<file path="config.mk">
export PLATFORM = sky130hd
export DESIGN_NAME = bin_seq_monitor_flat
export DESIGN_NICKNAME = d
export VERILOG_FILES = /design/src/rtl/bin_seq_monitor_if.sv /design/src/rtl/bin_seq_monitor.sv /design/src/flat_wrapper.sv
export SDC_FILE = /design/constraint.sdc
export NUM_CORES = 1
export LEC_CHECK = 0
export ABC_AREA = 0
export CAP_MARGIN = 20
export CORE_MARGIN = 2
export CORE_UTILIZATION = 35
export DETAILED_ROUTE_END_ITERATION = 10
export DONT_BUFFER_PORTS = 1
export GPL_TIMING_DRIVEN = 0
export REMOVE_ABC_BUFFERS = 1
export SETUP_SLACK_MARGIN = 0.2
export SYNTH_ARGS = -nofsm -noshare
export SYNTH_HDL_FRONTEND = slang
export SYNTH_SLANG_ARGS = --single-unit
</file>
<file path="constraint.sdc">
create_clock -name clk -period 5.92 [get_ports clk]
set_input_delay 1.184 -clock clk [delete_from_list [all_inputs] [get_ports clk]]
set_output_delay 1.184 -clock clk [all_outputs]
set_load 0.01 [all_outputs]
</file>
<file path="src/rtl/bin_seq_monitor_if.sv">
// Connection bundle between an upstream binary counter stage and its sequence monitor.
// The master side drives the sampled counter signals, the slave side returns status.
interface bin_seq_monitor_if #(
    parameter int WIDTH      = 4,
    parameter int ERR_CNT_W  = 8,
    parameter int WRAP_CNT_W = 8
);
    logic                  cnt_en;
    logic [WIDTH-1:0]      count;
    logic                  clr;
    logic                  locked;
    logic                  err_pulse;
    logic [ERR_CNT_W-1:0]  err_count;
    logic                  wrap_pulse;
    logic [WRAP_CNT_W-1:0] wrap_count;

    modport master (
        output cnt_en, count, clr,
        input  locked, err_pulse, err_count, wrap_pulse, wrap_count
    );

    modport slave (
        input  cnt_en, count, clr,
        output locked, err_pulse, err_count, wrap_pulse, wrap_count
    );
endinterface

</file>
<file path="src/rtl/bin_seq_monitor.sv">
// Checks that an enabled binary counter either increments by one or holds on every clock,
// locks after a run of good increments, and keeps saturating error and wrap statistics.
module bin_seq_monitor #(
    parameter int WIDTH      = 4,
    parameter int LOCK_COUNT = 3,
    parameter int ERR_CNT_W  = 8,
    parameter int WRAP_CNT_W = 8
) (
    input logic              clk,
    input logic              rstb,
    bin_seq_monitor_if.slave bus
);
    localparam int RUN_W = (LOCK_COUNT < 1) ? 1 : $clog2(LOCK_COUNT + 1);
    localparam logic [RUN_W-1:0] LOCK_VAL = RUN_W'(LOCK_COUNT);

    typedef enum logic [1:0] {
        UNSYNC  = 2'd0,
        ACQUIRE = 2'd1,
        LOCKED  = 2'd2
    } state_t;

    state_t                state;
    logic [WIDTH-1:0]      prev_count;
    logic                  prev_en;
    logic [RUN_W-1:0]      run;
    logic                  locked;
    logic                  err_pulse;
    logic                  wrap_pulse;
    logic [ERR_CNT_W-1:0]  err_count;
    logic [WRAP_CNT_W-1:0] wrap_count;

    logic [WIDTH-1:0]      exp_count;
    logic                  match;
    logic                  wrap_step;
    logic [RUN_W-1:0]      run_inc;

    always_comb begin
        exp_count = prev_en ? prev_count + WIDTH'(1) : prev_count;
        match     = (bus.count == exp_count);
        wrap_step = match && prev_en && (&prev_count);
        run_inc   = run + RUN_W'(1);
    end

    always_ff @(posedge clk or negedge rstb) begin
        if (!rstb) begin
            state      <= UNSYNC;
            prev_count <= '0;
            prev_en    <= 1'b0;
            run        <= '0;
            locked     <= 1'b0;
            err_pulse  <= 1'b0;
            wrap_pulse <= 1'b0;
            err_count  <= '0;
            wrap_count <= '0;
        end else if (bus.clr) begin
            // Resync: the sample on this edge is discarded, so UNSYNC captures afresh next edge.
            state      <= UNSYNC;
            prev_count <= '0;
            prev_en    <= 1'b0;
            run        <= '0;
            locked     <= 1'b0;
            err_pulse  <= 1'b0;
            wrap_pulse <= 1'b0;
            err_count  <= '0;
            wrap_count <= '0;
        end else begin
            prev_count <= bus.count;
            prev_en    <= bus.cnt_en;
            err_pulse  <= 1'b0;
            wrap_pulse <= 1'b0;
            case (state)
                UNSYNC: begin
                    state  <= ACQUIRE;
                    run    <= '0;
                    locked <= 1'b0;
                end
                ACQUIRE: begin
                    if (!match) begin
                        run <= '0;
                    end else if (prev_en) begin
                        run <= run_inc;
                        if (run_inc == LOCK_VAL) begin
                            state  <= LOCKED;
                            locked <= 1'b1;
                        end
                    end
                end
                LOCKED: begin
                    if (!match) begin
                        state     <= ACQUIRE;
                        locked    <= 1'b0;
                        run       <= '0;
                        err_pulse <= 1'b1;
                        if (!(&err_count)) err_count <= err_count + ERR_CNT_W'(1);
                    end else if (wrap_step) begin
                        wrap_pulse <= 1'b1;
                        if (!(&wrap_count)) wrap_count <= wrap_count + WRAP_CNT_W'(1);
                    end
                end
                default: begin
                    state  <= UNSYNC;
                    run    <= '0;
                    locked <= 1'b0;
                end
            endcase
        end
    end

    assign bus.locked     = locked;
    assign bus.err_pulse  = err_pulse;
    assign bus.wrap_pulse = wrap_pulse;
    assign bus.err_count  = err_count;
    assign bus.wrap_count = wrap_count;
endmodule

</file>
<file path="src/flat_wrapper.sv">
// flat-port wrapper written by rule: the top's interface ports become plain ports
module bin_seq_monitor_flat 
#(
    parameter int WIDTH      = 4,
    parameter int LOCK_COUNT = 3,
    parameter int ERR_CNT_W  = 8,
    parameter int WRAP_CNT_W = 8
)
  (clk, rstb, bus_cnt_en, bus_count, bus_clr, bus_locked, bus_err_pulse, bus_err_count, bus_wrap_pulse, bus_wrap_count);
  bin_seq_monitor_if #(.WIDTH(WIDTH), .ERR_CNT_W(ERR_CNT_W), .WRAP_CNT_W(WRAP_CNT_W)) bus_i ();
  input logic clk;
  input logic rstb;
  input wire logic [$bits(bus_i.cnt_en)-1:0] bus_cnt_en;
  input wire logic [$bits(bus_i.count)-1:0] bus_count;
  input wire logic [$bits(bus_i.clr)-1:0] bus_clr;
  output wire logic [$bits(bus_i.locked)-1:0] bus_locked;
  output wire logic [$bits(bus_i.err_pulse)-1:0] bus_err_pulse;
  output wire logic [$bits(bus_i.err_count)-1:0] bus_err_count;
  output wire logic [$bits(bus_i.wrap_pulse)-1:0] bus_wrap_pulse;
  output wire logic [$bits(bus_i.wrap_count)-1:0] bus_wrap_count;
  assign bus_i.cnt_en = bus_cnt_en;
  assign bus_i.count = bus_count;
  assign bus_i.clr = bus_clr;
  assign bus_locked = bus_i.locked;
  assign bus_err_pulse = bus_i.err_pulse;
  assign bus_err_count = bus_i.err_count;
  assign bus_wrap_pulse = bus_i.wrap_pulse;
  assign bus_wrap_count = bus_i.wrap_count;
  bin_seq_monitor #(.WIDTH(WIDTH), .LOCK_COUNT(LOCK_COUNT), .ERR_CNT_W(ERR_CNT_W), .WRAP_CNT_W(WRAP_CNT_W)) u_core (.clk(clk), .rstb(rstb), .bus(bus_i));
endmodule
</file>
==> flow_summary.ini <==
[outcome]
status = finished clean

[worst_setup_path]
required_ns = 6.12
start_kind = input port
critPathCaptureType = register
cp_max_fo = 19
crit_family = simple AND/OR/NAND/NOR gates
worstPathArrival_ns = 2.86
critPathMaxStageDelay_ns = 0.61
path_cells = xor2_1 -> nor3_1 -> o211ai_2 -> or4_1 -> a21oi_1
cp_slowest_cell = or4_1
critPathKind = input port to register
cp_num_buf_inv = 0

[sta]
setup_ws_ns = 3.26
worstMarginPinSlew_ns = 0.770
finalHoldViolations = 0
max_freq_ghz = 0.376
fin_crit_sh = 0.450
maxSlewHeadroom = 0.485
min_period_ns = 2.66
setup_viol = 0
maxSlewViolCount = 0
skew_ns = 0.00405
rsz0062_at_grt = false
finalSetupTns_ns = 0

[run]
maxCapViolCount = 0

[synth]
yosysUniqueCellTypes = 41
netlist_instances = 149
synth_area_per_cell_um2 = 9.94
ys_ff_latch = 27
ys_warn_count = 0
netlist_area_mm2 = 0.00148
ys_seq_area_frac = 0.456

[clock_tree]
h-tree-depth = 1
root_buffer = clkbuf_8
cts_resized = 0
post-cts-setup-buffer-count = 0
cts_hold_buf = 0
cts_buffers = 3
clock_latency_ns = 0.27
tritoncts = yes
clockBufferDepth = 2
clk_pin_slew_ns = 0.09
cts_sinks = 27

[worst_hold_path]
min_path_type = register to register

[pwr]
power_density_mw_per_mm2 = 200
p_leak_nw = 0.598
vdd_drop_max_mv = 0.140

[global_routing]
antenna_found_initial = 0
grt_pass1_wl_mm = 5.69
grt_remaining_overflow = 0
grt_pass1_vias = 1206
grt_usage = 0.147
grt_max_degree = 28

[final_layout]
layout-drive-gt1-share = 0.0616
area_delta_synth_final_pct = 5.15
multiInputGateArea_um2 = 754
fin_util = 0.387
final_area_mm2 = 0.00156
diodes = 0
fillers = 407
num-nets-final = 159
seq_area_um2 = 676

[route]
route.detailed.drc = 0
wl_per_cell_um = 16.1
num_vias = 1164
drt_iter0_drc = 67
drt-pass1-iter-count = 4
drt_wl_total_mm = 3.16
via_per_inst = 5.94
ant_nets = 0

[die]
die_area_mm2 = 0.00477
core_area_mm2 = 0.00403
die_h_um = 69.1
chipWidth_um = 69.1
initial_core_util = 0.368
rows = 23
num_io_pins = 27

[place]
place_hpwl_mm = 2.22
post-place-ws_ns = 2.97
numPortBuffers = 0
place_area_mm2 = 0.00151
gp_congestion = 0.748
[worst paths after layout]
path | start | end | slack (ns) | cells after the start
max in group asynchronous | rstb | u_core.bus.err_count[6] | 5.25 | 0
min | u_core.state[0] | u_core.state[0] | 0.53 | 1
min in group asynchronous | rstb | u_core.prev_en | 0.59 | 0
max | bus_count[2] | u_core.bus.wrap_count[4] | 3.26 | 5
min reg2reg | u_core.state[0] | u_core.state[0] | 0.53 | 1
max reg2reg | u_core.prev_count[0] | u_core.bus.err_count[7] | 3.47 | 6
[cell families (layout without fill, tap and decap cells)]
logic type | count (synthesis) | in the layout | synth area share
multiplexers | 4 | 4 | 0.0279
flip-flops | 27 | 27 | 0.456
adder cells (fa/ha/maj) | 4 | 4 | 0.0338
AO/OA/AOI/OAI | 39 | 39 | 0.179
XOR/XNOR | 6 | 6 | 0.0448
buffers and inverters | 12 | 9 | 0.0346
AND/OR/NAND/NOR | 57 | 57 | 0.224
[per-stage QoR]
stage / total power [mW] / std cells / hold slack [ns]
3_3_place_gp: 0.209 / 191 / 0.492
5_1_grt: 0.329 / 196 / 0.551
2_1_floorplan: 0.206 / 141 / 0.474
6_report: 0.311 / 196 / 0.530
3_5_place_dp: 0.210 / 192 / 0.519
4_1_cts: 0.319 / 196 / 0.533
[routing by layer]
| metal | wire length [um] | GRT usage | vias up |
|---|---|---|---|
| li1 | - | - | 556 |
| met1 | 1380 | 0.178 | 568 |
| met2 | 1500 | 0.235 | 36 |
| met3 | 254 | 0.0614 | 4 |
| met4 | 29 | 0.0479 | 0 |
| met5 | 0 | 0 | - |
[power breakdown]
part / internal (mW) / switching (mW)
Combinational: 0.00733 / 0.00950
Clock: 0.0483 / 0.0570
Sequential: 0.186 / 0.00279
Total: 0.242 / 0.0693
[registers in the layout (all words and copies together) (netlist names)]
name                   count
u_core.bus.err_count       8
u_core.bus.err_pulse       1
u_core.bus.wrap_count      8
u_core.bus.wrap_pulse      1
u_core.prev_count          4
u_core.prev_en             1
u_core.run                 2
u_core.state               2
[layout make-up]
| cell class | instances | share of cell area |
|---|---|---|
| sequential | 27 | 0.434 |
| timing repair buffer | 1 | 0.00321 |
| inverter | 4 | 0.00964 |
| multi-input combinational | 110 | 0.484 |
| tap | 50 | 0.0402 |
| clock buffer | 4 | 0.0289 |
[Yosys cell counts (all sizes together)]
cell type / n / area share
nor2b: 9 / 0.038
clkbuf: 5 / 0.013
ha: 4 / 0.034
a21oi: 12 / 0.041
nand3: 9 / 0.030
o21ai: 7 / 0.024
o21bai: 1 / 0.0051
a211oi: 1 / 0.0051
nand4: 4 / 0.017
o311ai: 1 / 0.0059
a31oi: 1 / 0.0042
and3: 3 / 0.016
xor2: 3 / 0.018
or4: 7 / 0.035
mux2: 1 / 0.0076
and4: 1 / 0.0059
a31o: 1 / 0.0059
o211a: 1 / 0.012
xnor3: 1 / 0.015
nor3b: 1 / 0.0051
xnor2: 2 / 0.012
nor2: 3 / 0.0076
nor3: 5 / 0.017
or3: 5 / 0.021
o31a: 1 / 0.0059
and2: 1 / 0.0042
mux2i: 3 / 0.020
a22oi: 1 / 0.0051
o21a: 1 / 0.0051
nand2: 7 / 0.018
buf: 3 / 0.012
o31ai: 7 / 0.035
o41ai: 1 / 0.0059
dfrtp: 27 / 0.46
o211ai: 2 / 0.014
inv: 4 / 0.010
nor4: 2 / 0.0084
a221oi: 1 / 0.0059
[worst reg2reg max path: stages (launching register included)]
cell      delay (ns)
dfrtp_1         0.41
ha_1            0.22
xnor3_1         0.37
and3_4          0.20
o211ai_2        0.63
nand2_1         0.17
o41ai_1         0.34
[cells in the final DEF, fill, tap and decap left out, types with 2 or more instances in the layout]
cell type,count
nor2_1,3
nand4_1,4
o31ai_1,7
dfrtp_1,27
mux2i_1,3
nor3_1,5
nand3_1,9
nor2b_1,9
o21ai_0,7
clkbuf_8,3
xor2_1,3
and3_1,2
nor4_1,2
a21oi_1,12
xnor2_1,2
ha_1,4
inv_1,4
nand2_1,7
or3_1,5
or4_1,7
Note: power is estimated with default switching activity, not from simulation.
